==> config.mk <==
export PLATFORM = sky130hd
export DESIGN_NAME = dl_bus_sequencer
export DESIGN_NICKNAME = d
export VERILOG_FILES = /design/src/rtl/dl_seq_pkg.sv /design/src/rtl/rr_arbiter4.sv /design/src/rtl/dl_bus_sequencer.sv
export SDC_FILE = /design/constraint.sdc
export NUM_CORES = 1
export LEC_CHECK = 0
export CAP_MARGIN = 20
export CORE_MARGIN = 3
export CORE_UTILIZATION = 55
export DETAILED_ROUTE_END_ITERATION = 12
export PLACE_DENSITY = 0.8
export SETUP_SLACK_MARGIN = 0.2
export SLEW_MARGIN = 20
export SYNTH_ARGS = -nofsm -noshare
export SYNTH_HDL_FRONTEND = slang
export SYNTH_SLANG_ARGS = --single-unit
==> constraint.sdc <==
create_clock -name CLK -period 7.94 [get_ports CLK]
set_clock_uncertainty 0.2 [all_clocks]
set_input_delay 1.588 -clock CLK [delete_from_list [all_inputs] [get_ports CLK]]
set_output_delay 1.588 -clock CLK [all_outputs]
set_load 0.1 [all_outputs]
==> src/rtl/dl_seq_pkg.sv <==
// Shared types and constants for the DL bus sequencer.
// State encoding, requester slots and hold counter width.
package dl_seq_pkg;

    typedef enum logic [1:0] {
        IDLE  = 2'd0,
        PRE   = 2'd1,
        DRIVE = 2'd2,
        DONE  = 2'd3
    } state_t;

    localparam int REQ_RES = 0;
    localparam int REQ_DV  = 1;
    localparam int REQ_RD  = 2;
    localparam int REQ_WR  = 3;

    localparam int HOLD_W = 3;

    // Slot index of a one-hot requester vector.
    function automatic logic [1:0] idx_of(input logic [3:0] oh);
        logic [1:0] r;
        r = '0;
        for (int i = 0; i < 4; i++) begin
            if (oh[i]) r = 2'(i);
        end
        return r;
    endfunction

endpackage

==> src/rtl/rr_arbiter4.sv <==
// Four-way round-robin pick.
// Search starts at the pointer slot and wraps; result is one-hot.
module rr_arbiter4
    import dl_seq_pkg::*;
(
    input  logic [3:0] req,
    input  logic [1:0] ptr,
    output logic [3:0] gnt
);

    logic [1:0] idx;
    logic       found;

    // First requesting slot at or after the pointer wins.
    always_comb begin
        gnt   = '0;
        found = 1'b0;
        idx   = ptr;
        for (int i = 0; i < 4; i++) begin
            idx = ptr + 2'(i);
            if (req[idx] && !found) begin
                gnt[idx] = 1'b1;
                found    = 1'b1;
            end
        end
    end

endmodule

==> src/rtl/dl_bus_sequencer.sv <==
// DL bus arbiter and precharge/drive/done sequencer.
// All outputs registered; Test1 kills external transfers.
module dl_bus_sequencer
    import dl_seq_pkg::*;
#(
    parameter int HOLD_CYCLES = 1
) (
    input  logic CLK,
    input  logic RESET,
    input  logic Test1,
    input  logic req_res,
    input  logic req_dv,
    input  logic req_rd,
    input  logic req_wr,
    input  logic wr_src,
    output logic gnt_res,
    output logic gnt_dv,
    output logic gnt_rd,
    output logic gnt_wr,
    output logic DL_Control2,
    output logic DataOut,
    output logic ext_drive,
    output logic dl_sample,
    output logic done,
    output logic abort,
    output logic busy
);

    state_t              state;
    logic [1:0]          ptr;
    logic [3:0]          gnt;
    logic [HOLD_W-1:0]   cnt;
    logic                wsrc_q;
    logic [3:0]          elig;
    logic [3:0]          cand;
    logic [3:0]          win;
    logic                ext_gnt;

    assign elig    = {req_wr & ~Test1, req_rd & ~Test1, req_dv, req_res};
    assign cand    = elig & ~gnt;
    assign ext_gnt = gnt[REQ_RD] | gnt[REQ_WR];

    assign gnt_res = gnt[REQ_RES];
    assign gnt_dv  = gnt[REQ_DV];
    assign gnt_rd  = gnt[REQ_RD];
    assign gnt_wr  = gnt[REQ_WR];

    rr_arbiter4 u_arb (
        .req (cand),
        .ptr (ptr),
        .gnt (win)
    );

    // Transfer sequencing, grant/pointer update and registered strobes.
    always_ff @(posedge CLK or posedge RESET) begin
        if (RESET) begin
            state       <= IDLE;
            ptr         <= '0;
            gnt         <= '0;
            cnt         <= '0;
            wsrc_q      <= 1'b0;
            DL_Control2 <= 1'b0;
            DataOut     <= 1'b0;
            ext_drive   <= 1'b0;
            dl_sample   <= 1'b0;
            done        <= 1'b0;
            abort       <= 1'b0;
            busy        <= 1'b0;
        end else begin
            done      <= 1'b0;
            dl_sample <= 1'b0;
            abort     <= 1'b0;
            unique case (state)
                IDLE, DONE: begin
                    if (|win) begin
                        gnt   <= win;
                        state <= PRE;
                        busy  <= 1'b1;
                        ptr   <= idx_of(win) + 2'd1;
                        if (win[REQ_WR]) wsrc_q <= wr_src;
                    end else begin
                        gnt   <= '0;
                        state <= IDLE;
                        busy  <= 1'b0;
                    end
                end
                PRE: begin
                    if (ext_gnt && Test1) begin
                        gnt   <= '0;
                        state <= IDLE;
                        busy  <= 1'b0;
                        abort <= 1'b1;
                    end else begin
                        state       <= DRIVE;
                        cnt         <= HOLD_W'(HOLD_CYCLES - 1);
                        DL_Control2 <= gnt[REQ_RES] | (gnt[REQ_WR] & ~wsrc_q);
                        DataOut     <= gnt[REQ_DV] | (gnt[REQ_WR] & wsrc_q);
                        ext_drive   <= gnt[REQ_WR];
                    end
                end
                DRIVE: begin
                    if (ext_gnt && Test1) begin
                        gnt         <= '0;
                        state       <= IDLE;
                        busy        <= 1'b0;
                        abort       <= 1'b1;
                        DL_Control2 <= 1'b0;
                        DataOut     <= 1'b0;
                        ext_drive   <= 1'b0;
                    end else if (cnt == '0) begin
                        state       <= DONE;
                        done        <= 1'b1;
                        dl_sample   <= ~gnt[REQ_WR];
                        DL_Control2 <= 1'b0;
                        DataOut     <= 1'b0;
                        ext_drive   <= 1'b0;
                    end else begin
                        cnt <= cnt - 1'b1;
                    end
                end
                default: state <= IDLE;
            endcase
        end
    end

endmodule

* Yosys cells after proc, flatten, opt, wreduce, memory -nomap -nowiden
Cells that the tools add are included.
** Cells by class
- Add/sub/neg operators :: 5
- Magnitude comparators :: 8
- Equality and inequality tests :: 8
- Multiplexer cells :: 59
- Bitwise logic cells :: 15
- Reduce and logical (&&, ||, !) cells :: 21
** Operators with widths (count)
- 1-bit 2-to-1 mux :: 28
- 4-bit 2-to-1 mux :: 6
- 2-bit 2-to-1 mux :: 7
- 2-bit by 3-bit less-than comparator with 1-bit output, second input constant :: 4
- 4-bit bitwise OR :: 3
- 3-bit 2-to-1 mux :: 3
- 1-bit binary-select mux with 2-bit select :: 4
- 1-bit demux with 2-bit select :: 4
- 2-bit by 1-bit >= comparator with 1-bit output, second input constant :: 4
- 1-bit logical AND :: 8
- 1-bit case mux with 2 select lines :: 4
- 4-bit case mux with 2 select lines :: 1
- 2-bit inequality test, second input constant :: 3
- 2-bit case mux with 3 select lines :: 1
- 3-bit case mux with 2 select lines :: 1
- 3-bit AND reduction :: 2
- 2-bit by 1-bit adder with 2-bit output, second input constant :: 2
- 2-bit adder, second input constant :: 2
- 1-bit AND :: 4
- 4-bit AND :: 1
- 2-bit == test, second input constant :: 2
- 4-bit NOT :: 1
- 4-bit AND reduction :: 1
- 2-bit OR reduction :: 2
- 12 further kinds :: 18
** Word-level totals
- Register bits after elaboration :: 19
- Bits of input ports :: 8
- Logic and storage cells :: 128

* Longest topological paths before layout
Gate-level depths: netlist of run 1.
- Word-level depth :: 21
- Mapped depth :: 8
- Depth with buffers taken out :: 8

* Modules after synthesis
A second synthesis of run 1 with hierarchy kept.
** Second synthesis, totals
- Cells, all modules :: 132
- Area total of the unflattened synthesis :: 1323.8 um^2
** Modules (own cells, without submodules)
- dl_bus_sequencer :: instances 1, cells each 96, area an instance 985.9 um^2, sequential area each 475.5 um^2
- rr_arbiter4 :: instances 1, cells each 36, area an instance 337.8 um^2, sequential area each 0.0 um^2

* Least setup slack after synthesis of run 1
OpenSTA, ideal clock, no wires.
- Path kind :: input port to flip-flop
- From :: input port Test1
- To :: register wsrc_q
- Setup time :: 125 ps
- Data arrival time :: 3292 ps
- Setup slack :: 4323 ps
- Stages on the path :: 7
- Cells stage by stage :: and2b_1 a22oi_2 mux2i_1 nor2_4 a221oi_4 nand2b_4 mux2_4
** Between the ends
- Word-level cells in the longest chain between the ends :: 17
** Ends and longest elaborated chain
- start, declared :: line dl_bus_sequencer.sv:10 : input logic Test1,
- 1-bit NOT * :: line dl_bus_sequencer.sv:39 : assign elig = {req_wr & ~Test1, req_rd & ~Test1, req_dv, req_res};
- 1-bit AND :: line dl_bus_sequencer.sv:39
- 4-bit AND * :: line dl_bus_sequencer.sv:40 : assign cand = elig & ~gnt;
- 1-bit binary-select mux with 2-bit select :: line rr_arbiter4.sv:21 : if (req[idx] && !found) begin
- 1-bit 2-to-1 mux (not written as such) :: line rr_arbiter4.sv:21
- 1-bit 2-to-1 mux :: line rr_arbiter4.sv:21
- 1-bit logical NOT :: line rr_arbiter4.sv:21
- 1-bit logical AND :: line rr_arbiter4.sv:21
- 1-bit 2-to-1 mux :: line rr_arbiter4.sv:21
- 1-bit logical NOT :: line rr_arbiter4.sv:21
- 1-bit logical AND :: line rr_arbiter4.sv:21
- 1-bit 2-to-1 mux :: line rr_arbiter4.sv:21
- 1-bit logical NOT :: line rr_arbiter4.sv:21
- 1-bit logical AND :: line rr_arbiter4.sv:21
- 4-bit 2-to-1 mux * :: line rr_arbiter4.sv:21
- 4-bit OR reduction :: line dl_bus_sequencer.sv:75 : if (|win) begin
- 3-bit AND reduction (no source line) *
- end signal, assigned :: line dl_bus_sequencer.sv:80 : if (win[REQ_WR]) wsrc_q <= wr_src;
- end, declared :: line dl_bus_sequencer.sv:33 : logic wsrc_q;
Mark *: on every way between the ends. The rest lies on a longest branch, timed or not. The select of a mux whose other input is x is not followed.
A chain may end at the register's enable or synchronous reset.

* Final worst setup path of run 1
Same ends and word-level chain as after synthesis.

==> flow_metrics.tcl, run 1 <==
set metrics [dict create \
    synth_compound_area_frac 0.256 \
    numCtsBuffers 3 \
    tightest_slew_ns 0.976 \
    min_path_type "flip-flop to flip-flop" \
    area_growth_pct 16.3 \
    initial_core_util 0.604 \
    grt.overflow.total 0 \
    firstDrtPassIters 4 \
    grt_pass1_vias 1129 \
    grt_start_max_net_pins 20 \
    setup_tns_ns 0 \
    hold_buffers 0 \
    insertion_delay_ns 0.32 \
    dieArea_um2 3190 \
    yosys.area.top_type "dfrtp_1" \
    die_x_um 56.5 \
    die_h_um 56.5 \
    n_antenna_cell 0 \
    antenna_found_initial 0 \
    synth.area.top_cells "dfrtp_1 (34%), ha_1 (11%), inv_1 (4.0%)" \
    cts.sinks 19 \
    nets 181 \
    critPathRequiredTime_ns 7.96 \
    routed_wl_um 2870 \
    crit_type "input port to flip-flop" \
    vias 1119 \
    synth_seq_area_share 0.340 \
    cp.arrival_ns 3.99 \
    async_flop_share 1.00 \
    rsz0062_at_grt "no" \
    drc_errors 0 \
    clk_transition_reported_paths_ns 0.12 \
    ios 19 \
    synth-simple-area-share 0.171 \
    hpwl_um 2180 \
    synthTopCellsByCount "dfrtp_1 (19), inv_1 (15), nand2_1 (13)" \
    rows 17 \
    place.gp.congestion 0.876 \
    grt_pass1_wl_um 5000 \
    ys_dominant_reg_cell "dfrtp_1" \
    final.period_utilization 0.500 \
    syn-num-nets 161 \
    cts_resized 0 \
    cp-start-kind "input port" \
    synth_cells 141 \
    cts_root_buf "clkbuf_4" \
    synth_top_family_by_area "compound AO/OA/AOI/OAI gates" \
    viasPerCell 5.95 \
    yosysWarnings 0 \
    post_dp_cell_area_um2 1600 \
    path_max_fanout 6 \
    synth_area_um2 1400 \
    yosys.area_share.adder 0.107 \
    fillerInstances 188 \
    period_needed_ns 3.97 \
    io_buffers 18 \
    ys_seq_elements 19 \
    synth_top_area_frac 0.340 \
    grtUsageTotal 0.199 \
    dr.first_iter.drc_count 23 \
    slew_violations 0 \
    status "finished clean" \
    slew_headroom 0.347 \
    postCtsSetupRepairBufs 0 \
    synth_most_common_cell "dfrtp_1" \
    end_kind "flip-flop" \
    htreeDepth 1 \
    max_clock_freq_ghz 0.252 \
    post_drt_wl_per_cell_um 15.3 \
    avgSynthCellArea_um2 9.93 \
    synth_edf_count 0 \
    cts_buffer_depth 2 \
    coreArea_um2 2320 \
    drv_cap 0 \
    antenna_left 0 \
    cts_tree "done" \
    setup_violations 0 \
    synth_xor_area_frac 0 \
    drive_gt1_frac 0.144 \
    muxShareOfSynthArea 0.0760 \
    design_area_um2 1630 \
    hold_viol 0 \
    ys_types 44 \
]
## through the flow
| stage | std cells | util | setup slack (ns) | hold slack [ns] |
|---|---|---|---|---|
| final | 188 | 0.702 | 3.97 | 0.320 |
| after global routing | 188 | 0.702 | 3.88 | 0.339 |
| after CTS | 188 | 0.702 | 3.98 | 0.321 |
| after detailed placement | 184 | 0.690 | 3.64 | 0.292 |
| after global placement | 184 | 0.690 | 3.69 | 0.289 |
| after floorplan | 141 | - | 4.32 | 0.273 |
## per-layer routing
| layer | GRT usage | part of all wire |
|---|---|---|
| met5 | 0 | 0 |
| met4 | 0.0576 | 0.013 |
| met3 | 0.0575 | 0.058 |
| met2 | 0.332 | 0.47 |
| met1 | 0.249 | 0.46 |
## worst max-delay path: stages
cell and delay [ns]:
clkdlybuf4s50_1 0.52, and2b_1 0.24, a22oi_2 0.34, mux2i_1 0.32, nor2_4 0.11, a221oi_4 0.36, nand2b_4 0.20, mux2_4 0.30
## layout by cell type (no fill, tap or decap), types with 2 or more instances in the layout
master,synthesis,routed
a211oi_1,4,4
a21oi_1,5,5
a221o_1,2,2
a221oi_2,3,3
a22o_1,3,3
and2_1,2,2
and3b_1,2,2
clkbuf_4,0,3
clkdlybuf4s50_1,0,18
dfrtp_1,19,19
ha_1,12,12
inv_1,15,15
mux2_2,4,4
mux2_4,2,2
mux2i_1,2,2
nand2_1,13,13
nand3_1,3,3
nand3b_1,2,2
nor2_1,7,7
nor2b_1,2,2
nor3b_1,2,2
o21ai_0,9,9
o22ai_1,4,4
## cell families after synthesis
logic type | count (synthesis)
and+or+nand+nor | 42
adders and majority gates | 12
DFF | 19
buffers and inverters | 18
muxes | 9
AOI/OAI and AO/OA | 41
## sequential cells by signal, summed over array words and instances, names as in the netlist
| signal | flops |
|---|---|
| cnt | 3 |
| dl_sample | 1 |
| DL_Control2 | 1 |
| gnt | 4 |
| wsrc_q | 1 |
| DataOut | 1 |
| abort | 1 |
| ext_drive | 1 |
| done | 1 |
| busy | 1 |
| ptr | 2 |
| state | 2 |
## cell type report
class                      count  area (um^2)  share of cell area
inverter                      15         56.3              0.0346
tap                           28         35.0              0.0215
multi-input combinational    104          853               0.524
timing repair buffer          18          180               0.111
sequential                    19          475               0.292
clock inverter                 1         5.00             0.00307
clock buffer                   3         22.5              0.0138
## path summary, 6_finish.rpt
check	startpoint	cells after the start	to	slack [ns]
max reg2reg	ptr[0]	8	wsrc_q	4.90
max	Test1	8	wsrc_q	3.97
min reg2reg	DataOut	1	DataOut	0.32
min in group asynchronous	RESET	2	DL_Control2	1.47
max in group asynchronous	RESET	2	cnt[0]	5.61
min	DataOut	1	DataOut	0.32
Power of run 1 is not shown: default switching activity piles up to over one toggle a cycle in this logic, so the estimate is an artifact.
==> run 2, diff against run 1 <==
Settings changed: CORE_UTILIZATION 55 to 54, PLACE_DENSITY 0.8 to 0.79.
Clock period 7.94 ns to 3.8 ns, I/O delays scaled along.
==> run 2 against run 1 <==
Effect of this change: cell area is 0.31% higher; routed wire length grew 1.2%; flip-flop and latch count is the same; critical endpoint unchanged; count of clock-buffer cells in the layout unchanged; critical path depth is the same; non-clock buffer count rose by 1; die area up 1.7%; utilization decreased by 0.42 points; via count barely moved; global-route usage is 0.44 points higher; setup slack got worse by 3.4 ns.
==> flow_metrics.tcl, run 2 (synthesized netlist as in run 1, its figures left out) <==
set metrics [dict create \
    post_dp_cell_area_um2 1610 \
    top_regs "gnt (4), cnt (3)" \
    n_antenna_cell 0 \
    setup_violations 0 \
    cts_buffer_depth 2 \
    numCtsBuffers 3 \
    area_growth_pct 16.6 \
    vias 1118 \
    status "finished clean" \
    cp-start-kind "input port" \
    grt_start_max_net_pins 20 \
    cts_root_buf "clkbuf_4" \
    cp.arrival_ns 3.19 \
    max_clock_freq_ghz 0.313 \
    grtUsageTotal 0.204 \
    slew_headroom 0.345 \
    ios 19 \
    setup_tns_ns 0 \
    postCtsSetupRepairBufs 0 \
    min_path_type "flip-flop to flip-flop" \
    period_needed_ns 3.19 \
    final_cell_mix "dfrtp_1 (19), clkdlybuf4s50_1 (17), inv_1 (15)" \
    cts_tree "done" \
    initial_core_util 0.598 \
    end_kind "flip-flop" \
    hold_buffers 0 \
    die_x_um 56.9 \
    grt_pass1_wl_um 5280 \
    htreeDepth 1 \
    slew_violations 0 \
    rows 17 \
    pre_cts_ws_ns 0.307 \
    rsz0062_at_grt "no" \
    antenna_left 0 \
    tightest_slew_ns 0.979 \
    routed_wl_um 2910 \
    crit_type "input port to flip-flop" \
    drc_errors 0 \
    firstDrtPassIters 4 \
    post_drt_wl_per_cell_um 15.4 \
    top_register "gnt" \
    hpwl_um 2310 \
    drive_gt1_frac 0.155 \
    clk_transition_reported_paths_ns 0.10 \
    grt_pass1_vias 1154 \
    cts.sinks 19 \
    viasPerCell 5.92 \
    fillerInstances 184 \
    hold_viol 0 \
    drv_cap 0 \
    nets 182 \
    reg2reg_slack_ns 0.76 \
    final.period_utilization 0.841 \
    insertion_delay_ns 0.30 \
    critPathRequiredTime_ns 3.79 \
    die_h_um 56.9 \
    coreArea_um2 2340 \
    design_area_um2 1630 \
    dieArea_um2 3240 \
    antenna_found_initial 0 \
    cts_resized 0 \
    path_max_fanout 6 \
    io_buffers 18 \
    place.gp.congestion 0.877 \
    dr.first_iter.drc_count 24 \
    final_util 0.698 \
    grt.overflow.total 0 \
    finalWorstSetupSlack_ns 0.606 \
    final_common_cell "dfrtp_1" \
    largest_reg_flops 4 \
]
run 2: metal layers:
| layer | GRT usage | part of all wire | wire length, um | vias up |
|---|---|---|---|---|
| li1 | - | - | - | 552 |
| met2 | 0.336 | 0.46 | 1340 | 33 |
| met4 | 0.0298 | 0.0062 | 18 | 0 |
| met3 | 0.0621 | 0.066 | 193 | 4 |
| met5 | 0 | 0 | 0 | - |
| met1 | 0.269 | 0.47 | 1350 | 529 |
run 2: worst paths after layout:
kind / from / to / depth (start not counted)
worst max-delay path: Test1 / wsrc_q / 8
max in group asynchronous: RESET / state[0] / 2
worst min register to register: busy / busy / 1
worst max register to register: ptr[0] / wsrc_q / 8
worst min-delay path: busy / busy / 1
min in group asynchronous: RESET / gnt[2] / 2
run 2: stage by stage:
stage               hold slack, ns  cells
floorplan                    0.273    141
global placement             0.263    185
detailed placement           0.278    185
CTS                          0.312    189
global route                 0.340    189
finish                       0.301    189
run 2: final cells by class:
| cell class | count | area [um^2] | area share |
|---|---|---|---|
| clock buffer | 3 | 22.5 | 0.0138 |
| clock inverter | 1 | 5.00 | 0.00307 |
| inverter | 15 | 56.3 | 0.0345 |
| multi-input combinational | 104 | 853 | 0.523 |
| sequential | 19 | 475 | 0.291 |
| tap | 28 | 35.0 | 0.0215 |
| timing repair buffer | 19 | 185 | 0.113 |
run 2: critical path, stage by stage:
cell             delay, ns
clkdlybuf4s50_1       0.53
and2b_1               0.24
a22oi_2               0.35
mux2i_1               0.33
nor2_4                0.11
a221oi_4              0.36
nand2b_4              0.20
mux2_4                0.30
Power of run 2 is left out for the same reason.
==> run 3, diff against run 2 <==
Clock period 3.8 ns to 3.2 ns, I/O delays scaled along.
==> run 3 against run 2 <==
Effect of this change: critical path depth unchanged; cell area increased by 2.8%; non-clock buffer count increased by 6; via count is 4.3% higher; final cell count increased by 3.2%; count of clock-buffer cells in the layout unchanged; routed wire length is 5.6% higher; setup slack got worse by 0.35 ns; flip-flop and latch count unchanged; worst hold slack is essentially flat; utilization grew 1.9 points; sequential share of layout area is 0.63 points lower.
==> flow_metrics.tcl, run 3 (synthesized netlist as in run 1, its figures left out) <==
set metrics [dict create \
    slew_violations 0 \
    antenna_found_initial 0 \
    die_h_um 56.9 \
    path_max_fanout 6 \
    hold_viol 0 \
    grtUsageTotal 0.197 \
    firstDrtPassIters 4 \
    hold_buffers 0 \
    min_from "busy" \
    hpwl_um 2350 \
    grt_start_max_net_pins 20 \
    setup_violations 0 \
    clk_transition_reported_paths_ns 0.10 \
    drc_errors 0 \
    drive_gt1_frac 0.257 \
    grt_pass1_vias 1125 \
    place.gp.congestion 0.912 \
    finalNonFillerCells 195 \
    n_antenna_cell 0 \
    area_growth_pct 19.8 \
    die_x_um 56.9 \
    cp-start-kind "input port" \
    insertion_delay_ns 0.30 \
    final.period_utilization 0.919 \
    nets 188 \
    cts.sinks 19 \
    worstRegToRegCells 8 \
    final_cell_mix "buf_4 (18), dfrtp_1 (17), inv_1 (15)" \
    top_regs "gnt (4), cnt (3)" \
    io_buffers 18 \
    dp_cells 191 \
    top_register "gnt" \
    cp_slowest_cell "clkdlybuf4s50_1" \
    drv_cap 0 \
    reg2reg_slack_ns 0.52 \
    cp.arrival_ns 2.94 \
    holdPathEnd "busy" \
    end_kind "flip-flop" \
    critPathRequiredTime_ns 3.20 \
    crit_chain "clkdlybuf4s50_1 > and2b_1 > a22oi_2 > mux2i_1 > nor2_4 > a221oi_4 > nand2b_4 > mux2_4" \
    dr.first_iter.drc_count 41 \
    hold_depth 1 \
    max_clock_freq_ghz 0.340 \
    crit_type "input port to flip-flop" \
    cts_buffer_depth 2 \
    final_util 0.717 \
    initial_core_util 0.598 \
    status "finished clean" \
    cts_root_buf "clkbuf_4" \
    vias 1166 \
    routed_wl_um 3070 \
    viasPerCell 5.98 \
    period_needed_ns 2.94 \
    dieArea_um2 3240 \
    ios 19 \
    htreeDepth 1 \
    max_stage_delay_ns 0.47 \
    numCtsBuffers 3 \
    r2r_start "ptr[0]" \
    r2r_end "wsrc_q" \
    rsz0062_at_grt "yes" \
    grt.overflow.total 0 \
    tightest_slew_ns 0.704 \
    slew_headroom 0.530 \
    grt_pass1_wl_um 5050 \
    setup_tns_ns 0 \
    final_common_cell "buf_4" \
    largest_reg_flops 4 \
    antenna_left 0 \
    rows 17 \
    coreArea_um2 2340 \
    post_drt_wl_per_cell_um 15.8 \
    cts_tree "done" \
    min_path_type "flip-flop to flip-flop" \
]
-- run 3: metal layers --
metal  GRT usage  wire [um]  vias up
li1            -          -      561
met1       0.255       1410      552
met2       0.305       1390       44
met3      0.0713        207        9
met4      0.0662         65        0
met5           0          0        -
-- run 3: area by class of cell --
class                   count  area (um^2)
clock buffers               3         22.5
clock inverters             1         5.00
fillers                   167          662
inverters                  15         56.3
multi-input cells         104          876
flip-flops and latches     19          478
well taps                  28         35.0
repair buffers             25          205
-- run 3: worst max-delay path by stage --
stage          cells past startpoint      to  startpoint  slack [ns]
5_1_grt                            8  wsrc_q       Test1        0.20
6_report                           8  wsrc_q       Test1        0.26
2_1_floorplan                      7  wsrc_q      gnt[2]        0.21
3_3_place_gp                       8  wsrc_q       Test1        0.06
3_5_place_dp                       8  wsrc_q       Test1      -0.008
4_1_cts                            8  wsrc_q       Test1        0.29
-- run 3: worst max-delay path, delay by kind of cell --
kind / cells / cell delay [ns]
AND/OR/NAND/NOR: 3 / 0.56
buffers and inverters: 1 / 0.47
AO/OA/AOI/OAI: 2 / 0.64
multiplexers: 2 / 0.64
-- run 3: repair_timing --
| item | in CTS | in global routing |
|---|---|---|
| setup buffers | 0 | 0 |
| setup endpoints to repair | 0 | 2 |
| resized for setup | 0 | 2 |
-- run 3: stage by stage --
step                      worst slack (ns)  hold slack, ns  area, um^2
after floorplan                      0.205           0.273        1400
after global placement              0.0587           0.277        1630
after detailed placement          -0.00804           0.284        1630
after CTS                            0.295           0.308        1660
after global routing                 0.197           0.340        1680
final                                0.258           0.301        1680
Power of run 3 is left out for the same reason.
